$ cat config.mk
export PLATFORM = sky130hd
export DESIGN_NAME = enable_pulse_gen
export DESIGN_NICKNAME = d
export VERILOG_FILES = /design/src/rtl/enable_pulse_gen.sv
export SDC_FILE = /design/constraint.sdc
export NUM_CORES = 1
export LEC_CHECK = 0
export CORE_MARGIN = 1.5
export CORE_UTILIZATION = 35
export CTS_BUF_LIST = sky130_fd_sc_hd__clkbuf_8
export CTS_CLUSTER_SIZE = 40
export DETAILED_ROUTE_END_ITERATION = 7
export DONT_BUFFER_PORTS = 1
export GPL_TIMING_DRIVEN = 0
export SETUP_SLACK_MARGIN = 0.05
export SLEW_MARGIN = 20
export SYNTH_ARGS = -nofsm -noshare
export SYNTH_HDL_FRONTEND = slang
export SYNTH_SLANG_ARGS = --single-unit
$ cat constraint.sdc
create_clock -name Clk -period 3.05 [get_ports Clk]
set_input_delay 0.61 -clock Clk [delete_from_list [all_inputs] [get_ports Clk]]
set_output_delay 0.61 -clock Clk [all_outputs]
set_load 0.02 [all_outputs]
$ cat src/rtl/enable_pulse_gen.sv
// enable_pulse_gen
// Turns a raw, bouncing push-button into clean single-cycle count-enable
// pulses for the downstream T-flip-flop counter, and reports the debounced
// button level for status LEDs.
//
// Optional build macro: ENABLE_PULSE_GEN_AUTO_REPEAT_EN
//   When defined, holding the button produces auto-repeat pulses: the first
//   one REPEAT_DELAY cycles after HELD entry, then one every REPEAT_RATE
//   cycles. When undefined, no repeat hardware exists and every accepted
//   press gives exactly one pulse.
//
// State table
//   state     | meaning
//   IDLE      | button released and stable, waiting for a synchronized 1
//   DEB_PRESS | button seen high, counting stable-high cycles
//   HELD      | press accepted (pulse issued), button still down
//   DEB_REL   | button seen low after HELD, counting stable-low cycles

module enable_pulse_gen #(
    parameter int DEB_CYCLES   = 20,
    parameter int REPEAT_DELAY = 100,
    parameter int REPEAT_RATE  = 25,
    parameter int CNT_W        = 24
) (
    input  logic Clk,
    input  logic Clr,
    input  logic Btn_in,
    output logic Enable,
    output logic Btn_state
);

    typedef enum logic [1:0] {
        IDLE      = 2'd0,
        DEB_PRESS = 2'd1,
        HELD      = 2'd2,
        DEB_REL   = 2'd3
    } state_t;

    localparam logic [CNT_W-1:0] DEB_LAST = CNT_W'(DEB_CYCLES - 1);

    // Reject parameter sets the timers or the pulse rules cannot honour.
    if (DEB_CYCLES < 2 || REPEAT_RATE < 2 || REPEAT_DELAY < 2 ||
        CNT_W < 1 || CNT_W > 31 ||
        DEB_CYCLES > (1 << CNT_W) || REPEAT_DELAY > (1 << CNT_W) ||
        REPEAT_RATE > (1 << CNT_W)) begin : g_param_check
        $error("enable_pulse_gen: illegal parameter combination");
    end

    state_t           state_q, state_d;
    logic             s1_q, s2_q;
    logic [CNT_W-1:0] deb_cnt_q, deb_cnt_d;
    logic             enable_q, enable_d;
    logic             btn_state_q, btn_state_d;
    logic             press_pulse;
    logic             rpt_fire;

    // Two-stage synchronizer for the asynchronous button input.
    always_ff @(posedge Clk) begin
        if (Clr) begin
            s1_q <= 1'b0;
            s2_q <= 1'b0;
        end else begin
            s1_q <= Btn_in;
            s2_q <= s1_q;
        end
    end

    // FSM state, debounce timer and registered outputs.
    always_ff @(posedge Clk) begin
        if (Clr) begin
            state_q     <= IDLE;
            deb_cnt_q   <= '0;
            enable_q    <= 1'b0;
            btn_state_q <= 1'b0;
        end else begin
            state_q     <= state_d;
            deb_cnt_q   <= deb_cnt_d;
            enable_q    <= enable_d;
            btn_state_q <= btn_state_d;
        end
    end

    // Next-state logic: debounce press and release around the HELD state.
    always_comb begin
        state_d     = state_q;
        deb_cnt_d   = deb_cnt_q;
        press_pulse = 1'b0;
        case (state_q)
            IDLE: begin
                if (s2_q) begin
                    state_d   = DEB_PRESS;
                    deb_cnt_d = '0;
                end
            end
            DEB_PRESS: begin
                if (!s2_q) begin
                    state_d = IDLE;
                end else if (deb_cnt_q == DEB_LAST) begin
                    state_d     = HELD;
                    press_pulse = 1'b1;
                end else begin
                    deb_cnt_d = deb_cnt_q + 1'b1;
                end
            end
            HELD: begin
                if (!s2_q) begin
                    state_d   = DEB_REL;
                    deb_cnt_d = '0;
                end
            end
            DEB_REL: begin
                if (s2_q) begin
                    // Release bounce: back to HELD without a new pulse.
                    state_d = HELD;
                end else if (deb_cnt_q == DEB_LAST) begin
                    state_d = IDLE;
                end else begin
                    deb_cnt_d = deb_cnt_q + 1'b1;
                end
            end
            default: begin
                state_d = IDLE;
            end
        endcase
        btn_state_d = (state_d == HELD) || (state_d == DEB_REL);
    end

`ifdef ENABLE_PULSE_GEN_AUTO_REPEAT_EN
    localparam logic [CNT_W-1:0] DELAY_LAST = CNT_W'(REPEAT_DELAY - 1);
    localparam logic [CNT_W-1:0] RATE_LAST  = CNT_W'(REPEAT_RATE - 1);

    logic [CNT_W-1:0] rpt_cnt_q, rpt_cnt_d;
    logic             rpt_phase_q, rpt_phase_d;
    logic [CNT_W-1:0] rpt_last;

    // rpt_phase_q is 0 until the first repeat, then the period drops to REPEAT_RATE.
    assign rpt_last = rpt_phase_q ? RATE_LAST : DELAY_LAST;

    // Repeat timer register.
    always_ff @(posedge Clk) begin
        if (Clr) begin
            rpt_cnt_q   <= '0;
            rpt_phase_q <= 1'b0;
        end else begin
            rpt_cnt_q   <= rpt_cnt_d;
            rpt_phase_q <= rpt_phase_d;
        end
    end

    // Repeat timer runs only while staying in HELD; any other edge clears it,
    // so every HELD entry restarts the full initial delay.
    always_comb begin
        rpt_cnt_d   = '0;
        rpt_phase_d = 1'b0;
        rpt_fire    = 1'b0;
        if (state_q == HELD && state_d == HELD) begin
            rpt_phase_d = rpt_phase_q;
            if (rpt_cnt_q == rpt_last) begin
                rpt_fire    = 1'b1;
                rpt_cnt_d   = '0;
                rpt_phase_d = 1'b1;
            end else begin
                rpt_cnt_d = rpt_cnt_q + 1'b1;
            end
        end
    end
`else
    assign rpt_fire = 1'b0;
`endif

    // Press and repeat pulses come from disjoint states, so OR is safe.
    assign enable_d  = press_pulse | rpt_fire;

    assign Enable    = enable_q;
    assign Btn_state = btn_state_q;

endmodule

Word level (Yosys, flattened, before mapping)

Index checks and enable logic that the tools add are counted.

Reduce and logical (&&, ||, !) cells: 4
Equality and inequality tests: 10
Bitwise gates (word level): 2
Multiplexer cells: 14
$add $sub $neg: 1

Operator list:

| kind                    | count |
|---|---|
| $mux W24                | 5 |
| $pmux W24 S4            | 1 |
| $add A24 B1 Y24 const B | 1 |
| $eq A24 B5 Y1 const B   | 1 |
| $mux W2                 | 6 |
| $eq A2 B2 Y1 const B    | 4 |
| $ne A2 B2 Y1 const B    | 4 |
| $pmux W2 S4             | 1 |
| $reduce_and A4 Y1       | 1 |
| $reduce_or A3 Y1        | 1 |
| $eq A2 B1 Y1 const B    | 1 |
| $logic_not A2 Y1        | 1 |
| $not A1 Y1              | 2 |
| $logic_or A1 B1 Y1      | 1 |
| $mux W1                 | 1 |

Register bits after elaboration: 30
Output and inout port bits: 2
Logic and storage cells: 37

Depth between registers and ports, before layout

Gate-level depths: netlist of the first run.

Word-level depth: 6
Mapped depth: 7
Mapped depth without buffers: 6

Worst setup path after synthesis of the first run

Ideal clock, no wire load.

Path kind: reg-to-reg
Start: register deb_cnt_q[0]
End: register deb_cnt_q[0]
Cell stages (with the launch flop): 8
Arrival time: 1541 ps
Clock period less this slack: 1667 ps
Data required time: 2924 ps
Slack: 1383 ps
Cells stage by stage: dfxtp_1 -> ha_1 -> nor4bb_1 -> nand4_1 -> o21ai_1 -> buf_2 -> mux2i_1 -> nor2_1

Word-level cells in the longest chain between the ends: 4
Elaborated cells between the ends (all ways): 6
Those cells by class: 1 x add/sub; 1 x eq/ne; 4 x mux

Ends and longest elaborated chain:

| item                                             | RTL line | source |
|---|---|---|
| start, declared                                  | 51       | `logic [CNT_W-1:0] deb_cnt_q, deb_cnt_d;` |
| start signal, assigned                           | 77       | `deb_cnt_q <= deb_cnt_d;` |
| $add A24 B1 Y24 or $eq A24 B5 Y1 (tied branches) | n/a      |  |
| $mux W24 *                                       | 98, 115  |  |
| $mux W24 (on tied branches)                      | 112, 96  |  |
| $pmux W24 S4 *                                   | 88       | `case (state_q)` |

Every way passes the cells marked *; elsewhere a longest branch is shown, timed or not. The select of a mux whose other input is x is not followed.
A chain may end at the register's enable or synchronous reset.

Worst setup path in the final report of the first run

Same ends and word-level chain as after synthesis.

==> results of run 1 <==
-- power groups by stage --
stage          Combinational [uW]  Clock [uW]  Sequential, uW
2_1_floorplan                12.6           0             390
3_3_place_gp                 16.3           0             390
3_5_place_dp                 16.8           0             390
4_1_cts                      16.9         315             382
5_1_grt                      19.1         330             382
6_report                     16.8         303             382
-- synthesized netlist by cell type, drive strengths merged (2+ instances only) --
cell,number,area [um2]
inv,5,18.8
nor2b,2,12.5
xor2,11,104
o21ai,3,15.0
or4,3,22.5
xnor2,9,78.8
a21oi,5,25.0
nor4b,5,62.6
dfxtp,29,581
clkbuf,3,11.3
nand3,6,30.0
nor4,6,52.6
and3,2,12.5
nand4,10,75.1
and2,2,12.5
nand2,12,45.0
nor2,25,96.4
buf,2,10.0
nor3,2,10.0
o211ai,2,15.0
-- final timing paths --
check / from / to / slack (ps)
worst max-delay path: deb_cnt_q[0] / deb_cnt_q[0] / 1090
worst min-delay path: s1_q / s2_q / 460
worst min register to register: s1_q / s2_q / 460
worst max register to register: deb_cnt_q[0] / deb_cnt_q[0] / 1090
-- critical path, stage by stage (launching register included) --
cell and delay, ps:
sky130_fd_sc_hd__dfxtp_1 390, sky130_fd_sc_hd__ha_1 240, sky130_fd_sc_hd__nor4bb_1 290, sky130_fd_sc_hd__nand4_1 230, sky130_fd_sc_hd__o21ai_1 210, sky130_fd_sc_hd__buf_2 230
sky130_fd_sc_hd__mux2i_1 200, sky130_fd_sc_hd__nor2_1 50
-- metrics by stage --
stage,std cells,total power (uW),utilization,setup WS [ps]
2_1_floorplan,154,402,-,1380
3_3_place_gp,202,406,0.389,1110
3_5_place_dp,202,407,0.389,1090
4_1_cts,210,713,0.412,1080
5_1_grt,210,731,0.412,874
6_report,210,702,0.412,1090
-- flip-flops by register name (all words and copies together), names as in the netlist --
signal     flops
Enable         1
deb_cnt_q     24
s1_q           1
s2_q           1
state_q        2
-- cell families after synthesis --
group / count (synthesis) / share of synthesized area
XOR/XNOR: 20 / 0.132
adder cells (fa/ha/maj): 1 / 0.00904
flip-flops: 29 / 0.420
AO/OA/AOI/OAI: 13 / 0.0570
buffers and inverters: 10 / 0.0289
AND/OR/NAND/NOR: 80 / 0.346
multiplexers: 1 / 0.00723
-- area by class of cell --
cell class / instances / area [um2] / area share
well taps: 48 / 60.1 / 0.0392
flip-flops and latches: 29 / 581 / 0.379
multi-input cells: 115 / 763 / 0.499
clock inverters: 3 / 17.5 / 0.0114
plain buffers: 5 / 21.3 / 0.0139
inverters: 5 / 18.8 / 0.0123
clock buffers: 5 / 68.8 / 0.0450
-- metal layers --
layer / global-route usage / share of wire / vias to the layer above
li1: - / - / 557
met2: 0.255 / 0.48 / 10
met1: 0.177 / 0.47 / 523
met3: 0.0409 / 0.026 / 6
met5: 0 / 0 / -
met4: 0.0859 / 0.023 / 0
-- cell usage in the layout (no fill, tap or decap), types with 2 or more instances in the layout --
cell type and n:
sky130_fd_sc_hd__a21oi_1 5, sky130_fd_sc_hd__and2_1 2, sky130_fd_sc_hd__and3_1 2, sky130_fd_sc_hd__buf_2 2
sky130_fd_sc_hd__clkbuf_1 3, sky130_fd_sc_hd__clkbuf_8 5, sky130_fd_sc_hd__clkinv_2 2, sky130_fd_sc_hd__dfxtp_1 29
sky130_fd_sc_hd__inv_1 5, sky130_fd_sc_hd__nand2_1 12, sky130_fd_sc_hd__nand3_1 6, sky130_fd_sc_hd__nand4_1 8
sky130_fd_sc_hd__nand4_2 2, sky130_fd_sc_hd__nor2_1 24, sky130_fd_sc_hd__nor2b_1 2, sky130_fd_sc_hd__nor3_1 2
sky130_fd_sc_hd__nor4_1 5, sky130_fd_sc_hd__nor4b_1 2, sky130_fd_sc_hd__nor4b_2 3, sky130_fd_sc_hd__o211ai_1 2
sky130_fd_sc_hd__o21ai_0 2, sky130_fd_sc_hd__or4_1 3, sky130_fd_sc_hd__xnor2_1 9, sky130_fd_sc_hd__xor2_1 10
==> reports/qor.log, run 1 <==
INFO  status         outcome=complete, no violations
INFO  placement      gpl.final_weighted_congestion=0.801
INFO  logic_synthesis synth-seq-area-share=0.420
INFO  die            die_outline_area=4340um2
INFO  die            core_area=3720um2
INFO  logic_synthesis synth_enable_flop_cells=0
INFO  route          detailroute.via_count=1,096
INFO  timing         clock-skew-final=4.56ps
INFO  critical_path  crit_type=flop to flop
INFO  grt            globalRouteTotalUtil=0.153
INFO  cells_and_area final_net_count=165
INFO  cells_and_area finish.instance_area=1530um2
INFO  logic_synthesis synth_area=1380um2
INFO  pwr            p_sw_frac=0.228
INFO  timing         final_max_slew_viol_count=0
INFO  route          routed_wire_length_per_instance=13.0um
INFO  timing         fmaxAchievable=0.510GHz
INFO  cells_and_area antenna_cells=0
INFO  logic_synthesis yosys.cell_types.count=36
INFO  cells_and_area fillerInstances=364
INFO  clocking       cts-root-buf=sky130_fd_sc_hd__clkbuf_8
INFO  route          routed_wirelength=2730um
INFO  logic_synthesis synth.avg_cell_area=8.99um2
INFO  placement      port_buffers=0
INFO  pwr            leakagePower=0.000525uW
INFO  clocking       clock_tree.buffer_depth=2
INFO  critical_path  worstRegToRegCells=7
INFO  grt            number_of_antenna_violations_at_the_first_check_in_global_routing=0
INFO  clocking       numClockSinks=29
INFO  worst_hold_path worstHoldPathCells=1
INFO  timing         final.setup.tns=0ps
INFO  pwr            power.density=459nW/um2
INFO  pwr            peakVddDrop=170uV
INFO  cells_and_area flow.area_growth_from_synthesis=10.6%
INFO  route          viasPerCell=5.22
INFO  logic_synthesis ys_seq_elements=29
INFO  die            die_x=65.9um
INFO  timing         tightest_slew=622ps
INFO  clocking       post_cts_resized=0
INFO  timing         relSlewSlack=0.582
INFO  grt            global_route_overflow=0
INFO  route          first_pass_iters=4
INFO  timing         grt_setup_unrepaired=no
INFO  critical_path  cp.arrival=2130ps
INFO  die            boundaryPins=5
INFO  clocking       hold_buffers=0
INFO  logic_synthesis synth.net_count=158
INFO  clocking       cts_inserted_buffers=5
INFO  die            die_h=65.9um
INFO  logic_synthesis synthesis.yosys.warnings=0
INFO  timing         finalWorstPathRequiredPeriod=1960ps
INFO  timing         timing.final.crit_share=0.643
INFO  pwr            share_comb_of_total_power=0.024
INFO  logic_synthesis asyncSetResetFlopFracSynth=0
INFO  grt            grt_start_max_net_pins=11
INFO  timing         report.final.hold_viol_count=0
INFO  job            cap_violations=0
INFO  pwr            p_int=541uW
INFO  critical_path  cp-end-kind=flop
INFO  timing         hold_slack=456ps
INFO  clocking       cts_post_setup_buffers_inserted=0
INFO  route          initial_detailed_routing_violation_count=29
INFO  critical_path  worst-endpoint-required=3210ps
INFO  worst_hold_path hold_path_class=flop to flop
INFO  pwr            power.sequential.fraction=0.544
INFO  placement      placedInstanceArea=1440um2
INFO  clocking       cts_h_tree_depth=2
INFO  route          route.detailed.drc=0
INFO  cells_and_area post_route_cells_drive_above_1_share=0.123
INFO  clocking       tritoncts=built
INFO  clocking       insertion_delay=280ps
INFO  logic_synthesis postSynthCellCount=154
INFO  critical_path  start_kind=flop
INFO  die            initial_core_util=0.372
INFO  timing         report.final.setup_viol=0
INFO  pwr            power_switching=160uW
INFO  pwr            clock_power_share=0.432
INFO  route          route.antenna.remaining_nets=0
INFO  die            core.rowCount=22
INFO  grt            grt_pass1_vias=1,054
INFO  logic_synthesis synth-main-ff-cell=sky130_fd_sc_hd__dfxtp_1
INFO  placement      dp_hpwl=2030um
INFO  critical_path  crit_fanout=10
INFO  clocking       worst_setup_hold_path_clk_slew=60ps
INFO  grt            grt_first_pass_wirelength=4990um
Power figures use the tool's default switching activity.
==> run 2: changes to the inputs <==
- ABC_AREA: not set -> 1
- clock period: 3.05 -> 1.65 ns (I/O delays scaled with it)
==> reports/qor.log, run 2 <==
INFO  status         outcome=complete, no violations
INFO  die            die_outline_area=5360um2
INFO  logic_synthesis synth_commonest_cells=sky130_fd_sc_hd__nor2_1, sky130_fd_sc_hd__nand2_1, sky130_fd_sc_hd__inv_1, sky130_fd_sc_hd__dfxtp_1, sky130_fd_sc_hd__nand3_1
INFO  placement      dp.cells=338
INFO  die            core_area=4720um2
INFO  route          viasPerCell=4.70
INFO  critical_path  buffers_inverters_on_critical_path=2
INFO  route          first_pass_iters=6
INFO  grt            grt_start_max_net_pins=11
INFO  critical_path  path_common_cell=sky130_fd_sc_hd__nand2_1
INFO  route          route.detailed.drc=0
INFO  grt            grt_pass1_vias=1,479
INFO  cells_and_area final_net_count=297
INFO  critical_path  start_kind=flop
INFO  clocking       cts_inserted_buffers=5
INFO  die            boundaryPins=5
INFO  logic_synthesis asyncSetResetFlopFracSynth=0
INFO  cells_and_area largest_reg_flops=24
INFO  die            die_h=73.2um
INFO  logic_synthesis postSynthCellCount=271
INFO  logic_synthesis synth_compound_area_frac=0.0478
INFO  logic_synthesis most_common_cell_in_the_netlist=sky130_fd_sc_hd__nor2_1
INFO  cells_and_area regMostFlops=deb_cnt_q
INFO  timing         fmaxAchievable=0.639GHz
INFO  critical_path  cp_cell_sequence=ha_4 > nand2_1 > inv_1 > nand2_1 > nor2_2 > nand3_4 > nand2_8 > buf_6 > nand2_1 > a21oi_1
INFO  logic_synthesis synth_top_family_by_area=simple AND/OR/NAND/NOR gates
INFO  critical_path  slowest_delay=380ps
INFO  cells_and_area layoutNonFillerInstCount=361
INFO  clocking       cts_h_tree_depth=2
INFO  critical_path  crit_type=flop to flop
INFO  pwr            leakagePower=0.000851uW
INFO  logic_synthesis ys_seq_elements=29
INFO  timing         tightest_slew=544ps
INFO  pwr            power.density=671nW/um2
INFO  job            cap_violations=0
INFO  critical_path  crit_fanout=10
INFO  grt            global_route_overflow=0
INFO  timing         final_max_slew_viol_count=0
INFO  timing         clock-skew-final=4.04ps
INFO  logic_synthesis synth.avg_cell_area=6.37um2
INFO  pwr            fin_total_pwr=1450uW
INFO  cells_and_area final_cell_mix=sky130_fd_sc_hd__nor2_1, sky130_fd_sc_hd__nand2_1, sky130_fd_sc_hd__inv_1
INFO  logic_synthesis synth-adder-area-share=0.00725
INFO  route          detailroute.via_count=1,695
INFO  logic_synthesis ys_top_cells_by_area=sky130_fd_sc_hd__dfxtp_1, sky130_fd_sc_hd__nor2_1, sky130_fd_sc_hd__nand2_1, sky130_fd_sc_hd__inv_1, sky130_fd_sc_hd__nand3_1
INFO  timing         relSlewSlack=0.638
INFO  logic_synthesis synth_enable_flop_cells=0
INFO  die            core.rowCount=25
INFO  logic_synthesis synthesis.yosys.warnings=0
INFO  logic_synthesis yosys.area.top_type=sky130_fd_sc_hd__dfxtp_1
INFO  clocking       cts-root-buf=sky130_fd_sc_hd__clkbuf_8
INFO  die            initial_core_util=0.366
INFO  pwr            peakVddDrop=355uV
INFO  logic_synthesis muxShareOfSynthArea=0
INFO  logic_synthesis synthXorXnorAreaFrac=0.0246
INFO  placement      dp_hpwl=2810um
INFO  logic_synthesis synth-main-ff-cell=sky130_fd_sc_hd__dfxtp_1
INFO  critical_path  r2r_slack=90ps
INFO  route          routed_wirelength=4240um
INFO  logic_synthesis synth_area=1730um2
INFO  cells_and_area largestRegisters=deb_cnt_q (24), state_q (2)
INFO  critical_path  cp-end-kind=flop
INFO  clocking       numClockSinks=29
INFO  timing         report.final.hold_viol_count=0
INFO  logic_synthesis synth_top_area_share=0.336
INFO  critical_path  cp_top_family=simple AND/OR/NAND/NOR gates
INFO  clocking       hold_buffers=0
INFO  logic_synthesis synth_simple_gate_area_share=0.486
INFO  critical_path  cpMaxStageDelayCell=sky130_fd_sc_hd__dfxtp_4
INFO  clocking       tritoncts=built
INFO  logic_synthesis synth.net_count=275
INFO  critical_path  cp.arrival=1770ps
INFO  grt            number_of_antenna_violations_at_the_first_check_in_global_routing=0
INFO  cells_and_area antenna_cells=0
INFO  die            die_x=73.2um
INFO  placement      port_buffers=0
INFO  route          route.antenna.remaining_nets=0
INFO  clocking       worst_setup_hold_path_clk_slew=60ps
INFO  cells_and_area flow.area_growth_from_synthesis=25.0%
INFO  critical_path  worst-endpoint-required=1850ps
INFO  placement      gpl.final_weighted_congestion=0.835
INFO  worst_hold_path hold_path_class=input pin to flop
INFO  route          routed_wire_length_per_instance=11.7um
INFO  cells_and_area post_route_cells_drive_above_1_share=0.207
INFO  timing         report.final.setup_viol=0
INFO  grt            globalRouteTotalUtil=0.162
INFO  logic_synthesis yosys.cell_types.count=31
INFO  logic_synthesis synth-seq-area-share=0.336
INFO  clocking       clock_tree.buffer_depth=2
INFO  clocking       insertion_delay=280ps
INFO  timing         finalWorstPathRequiredPeriod=1560ps
INFO  route          initial_detailed_routing_violation_count=83
INFO  timing         grt_setup_unrepaired=yes
INFO  grt            grt_first_pass_wirelength=6610um
INFO  timing         timing.final.crit_share=0.948
-- run 2: cell count changes after synthesis, moves of 3 or more --
cell,change
sky130_fd_sc_hd__nor4_1,-5
sky130_fd_sc_hd__xor2_1,-7
sky130_fd_sc_hd__nor3_1,+8
sky130_fd_sc_hd__nor2_2,+5
sky130_fd_sc_hd__nor2_4,+3
sky130_fd_sc_hd__nor4b_2,-3
sky130_fd_sc_hd__nor2_1,+40
sky130_fd_sc_hd__or4_1,-3
sky130_fd_sc_hd__nand2_1,+51
sky130_fd_sc_hd__xnor2_1,-9
sky130_fd_sc_hd__nand3_1,+16
sky130_fd_sc_hd__inv_1,+27
-- run 2: metrics by stage --
step	TNS (ps)	setup slack, ps	hold slack (ps)	area [um2]	utilization
3_5_place_dp	-3060	-221	402	1810	0.383
6_report	0	86.0	150	2160	0.457
2_1_floorplan	0	77.9	388	1730	-
3_3_place_gp	-3250	-222	405	1810	0.383
5_1_grt	0	23.1	157	2160	0.457
4_1_cts	0	43.2	145	1970	0.416
-- run 2: what timing repair did --
action | in CTS | in global routing
pin swaps | 1 | 10
gates resized for setup | 8 | 23
gates cloned | 0 | 2
setup buffers | 1 | 12
endpoints found under the setup margin | 25 | 24
-- run 2: where the power goes --
part / total, uW / switching [uW] / internal (uW)
clock network: 653 / 277 / 376
registers: 707 / 5.25 / 702
logic: 88.4 / 48.2 / 40.2
-- run 2: path summary, 6_finish.rpt --
check / start / cells past startpoint / end
worst max-delay path: deb_cnt_q[1] / 10 / deb_cnt_q[3]
worst min-delay path: Btn_in / 2 / s1_q
worst max register to register: deb_cnt_q[1] / 10 / deb_cnt_q[3]
worst min register to register: s1_q / 2 / s2_q
-- run 2: area by class of cell --
class | instances | area (um2)
clock buffer | 7 | 96.3
clock inverter | 1 | 5.00
tap | 67 | 83.8
multi-input combinational | 203 | 1050
sequential | 29 | 591
fill | 484 | 2560
inverter | 33 | 126
buffer | 6 | 57.6
timing repair buffer | 15 | 150
-- run 2: kinds of logic (layout without fill, tap and decap cells) --
family | Yosys count | count (layout)
AND/OR/NAND/NOR | 184 | 184
XOR/XNOR | 4 | 4
flip-flops | 29 | 29
buffers and inverters | 39 | 62
adder cells (fa/ha/maj) | 1 | 1
AO/OA/AOI/OAI | 14 | 14
-- run 2: worst reg2reg max path: stages, from the launching register on --
cell,delay [ps]
sky130_fd_sc_hd__dfxtp_4,380
sky130_fd_sc_hd__ha_4,160
sky130_fd_sc_hd__nand2_1,60
sky130_fd_sc_hd__inv_1,60
sky130_fd_sc_hd__nand2_1,60
sky130_fd_sc_hd__nor2_2,150
sky130_fd_sc_hd__nand3_4,110
sky130_fd_sc_hd__nand2_8,110
sky130_fd_sc_hd__buf_6,160
sky130_fd_sc_hd__nand2_1,70
sky130_fd_sc_hd__a21oi_1,160
-- run 2: metal layers --
| layer | vias up | global-route usage | share of wire | wire length [um] |
|---|---|---|---|---|
| met4 | 0 | 0.0755 | 0.020 | 84 |
| met5 | - | 0 | 0 | 0 |
| li1 | 897 | - | - | - |
| met1 | 765 | 0.206 | 0.48 | 2030 |
| met3 | 9 | 0.0428 | 0.030 | 126 |
| met2 | 24 | 0.254 | 0.47 | 2000 |
==> run 3: changes to the inputs <==
- ABC_AREA: 1 -> not set
==> reports/qor.log, run 3 (synthesis results as in run 1) <==
INFO  critical_path  cpMaxStageDelayCell=sky130_fd_sc_hd__or4_1
INFO  pwr            power.sequential.fraction=0.504
INFO  placement      port_buffers=0
INFO  timing         tightest_slew=476ps
INFO  cells_and_area antenna_cells=0
INFO  grt            globalRouteTotalUtil=0.173
INFO  timing         finalWorstPathRequiredPeriod=1610ps
INFO  route          viasPerCell=5.18
INFO  critical_path  crit_type=flop to flop
INFO  timing         grt_setup_unrepaired=yes
INFO  grt            grt_pass1_vias=1,197
INFO  clocking       insertion_delay=290ps
INFO  route          detailroute.via_count=1,145
INFO  worst_hold_path worstHoldPathCells=1
INFO  route          routed_wirelength=3280um
INFO  die            core_area=3720um2
INFO  worst_hold_path holdCritStartpoint=Btn_in
INFO  clocking       tritoncts=built
INFO  cells_and_area layout.cells.most_common=sky130_fd_sc_hd__nor2_1
INFO  cells_and_area regMostFlops=deb_cnt_q
INFO  clocking       hold_buffers=0
INFO  status         outcome=complete, no violations
INFO  die            boundaryPins=5
INFO  critical_path  cp_cell_sequence=ha_4 > nor4bb_4 > nand4_1 > o21ai_2 > buf_6 > or4_1 > nand2_1
INFO  die            die_outline_area=4340um2
INFO  grt            global_route_overflow=0
INFO  pwr            share_comb_of_total_power=0.029
INFO  grt            grt_first_pass_wirelength=5600um
INFO  cells_and_area final_net_count=176
INFO  grt            number_of_antenna_violations_at_the_first_check_in_global_routing=0
INFO  critical_path  crit_fanout=5
INFO  timing         report.final.setup_viol=0
INFO  clocking       cts_h_tree_depth=2
INFO  route          wl_met1=1500um
INFO  timing         clock-skew-final=5.76ps
INFO  route          initial_detailed_routing_violation_count=28
INFO  grt            grt_start_max_net_pins=11
INFO  route          met3_length=93um
INFO  cells_and_area largestRegisters=deb_cnt_q (24), state_q (2)
INFO  die            core.rowCount=22
INFO  timing         timing.final.crit_share=0.977
INFO  placement      gpl.final_weighted_congestion=0.783
INFO  critical_path  cp.arrival=1840ps
INFO  timing         hold_slack=189ps
INFO  critical_path  regToRegEndpoint=deb_cnt_q[7]
INFO  clocking       cts_inserted_buffers=5
INFO  die            die_x=65.9um
INFO  placement      dp_hpwl=2000um
INFO  critical_path  cp_top_family=simple AND/OR/NAND/NOR gates
INFO  pwr            p_sw_frac=0.217
INFO  worst_hold_path hold_path_class=input pin to flop
INFO  critical_path  r2r_slack=40ps
INFO  job            cap_violations=0
INFO  critical_path  worstRegToRegCells=7
INFO  critical_path  start_kind=flop
INFO  cells_and_area fillerInstances=340
INFO  cells_and_area post_route_cells_drive_above_1_share=0.335
INFO  route          top_signal_layer_used=met4
INFO  critical_path  critical_path.reg2reg.startpoint=deb_cnt_q[0]
INFO  die            die_h=65.9um
INFO  pwr            fin_total_pwr=1380uW
INFO  cells_and_area final_cell_mix=sky130_fd_sc_hd__nor2_1, sky130_fd_sc_hd__dfxtp_1, sky130_fd_sc_hd__nand2_1
INFO  critical_path  slowest_delay=460ps
INFO  critical_path  cp-end-kind=flop
INFO  pwr            power.density=758nW/um2
INFO  pwr            clock_power_share=0.468
INFO  critical_path  worst-endpoint-required=1880ps
INFO  route          routed_wire_length_per_instance=14.8um
INFO  timing         fmaxAchievable=0.620GHz
INFO  pwr            power_switching=300uW
INFO  pwr            p_int=1080uW
INFO  critical_path  buffers_inverters_on_critical_path=1
INFO  worst_hold_path holdPathEnd=s1_q
INFO  timing         final_max_slew_viol_count=0
INFO  clocking       cts-root-buf=sky130_fd_sc_hd__clkbuf_8
INFO  die            initial_core_util=0.372
INFO  pwr            peakVddDrop=437uV
INFO  clocking       clock_tree.buffer_depth=2
INFO  cells_and_area largest_reg_flops=24
INFO  clocking       worst_setup_hold_path_clk_slew=60ps
INFO  cells_and_area flow.area_growth_from_synthesis=31.7%
INFO  route          route.antenna.remaining_nets=0
INFO  pwr            leakagePower=0.000700uW
INFO  route          detailroute.wirelength.met2=1580um
INFO  clocking       numClockSinks=29
INFO  route          route.detailed.drc=0
INFO  route          first_pass_iters=4
INFO  timing         relSlewSlack=0.681
INFO  timing         report.final.hold_viol_count=0
run 3: cell type report:
class                      instances  area, um2  area share
buffer                             5       30.0      0.0165
clock buffer                       7       96.3      0.0528
sequential                        29        613       0.336
multi-input combinational        115        920       0.504
tap                               48       60.1      0.0329
inverter                           5       18.8      0.0103
clock inverter                     1       5.00     0.00275
timing repair buffer              11       80.1      0.0439
run 3: stage by stage:
step	TNS, ps	std cells	area, um2	worst slack, ps	util
6_report	0	221	1820	38.4	0.491
5_1_grt	-109	221	1820	-43.3	0.491
4_1_cts	0	219	1740	38.5	0.468
3_5_place_dp	-2190	202	1460	-188	0.394
3_3_place_gp	-1870	202	1460	-181	0.394
2_1_floorplan	0	154	1400	59.3	-
run 3: how the worst max path moves through the flow:
| stage | startpoint | end | depth (start not counted) |
|---|---|---|---|
| 2_1_floorplan | deb_cnt_q[4] | deb_cnt_q[11] | 5 |
| 3_3_place_gp | deb_cnt_q[0] | deb_cnt_q[16] | 6 |
| 3_5_place_dp | deb_cnt_q[0] | deb_cnt_q[0] | 7 |
| 4_1_cts | deb_cnt_q[1] | deb_cnt_q[0] | 7 |
| 5_1_grt | deb_cnt_q[1] | deb_cnt_q[0] | 7 |
| 6_report | deb_cnt_q[0] | deb_cnt_q[7] | 7 |
run 3: power by group through the flow:
stage	clock (uW)	sequential, uW	combinational [uW]
after floorplan	0	719	24.0
after global placement	0	719	31.1
after detailed placement	0	720	31.8
after CTS	664	695	36.2
after global routing	695	696	43.3
final	646	696	39.4
run 3: routing by layer:
metal | vias up | track usage
met5 | - | 0
met4 | 0 | 0.0859
met3 | 9 | 0.0511
met2 | 19 | 0.287
met1 | 541 | 0.202
li1 | 576 | -
run 3: repair_timing:
action,CTS,global route
endpoints found under the hold margin,0,0
buffers inserted,8,2
setup endpoints to repair,25,20
gates cloned,1,0
pin swaps,7,9
resized for setup,25,14
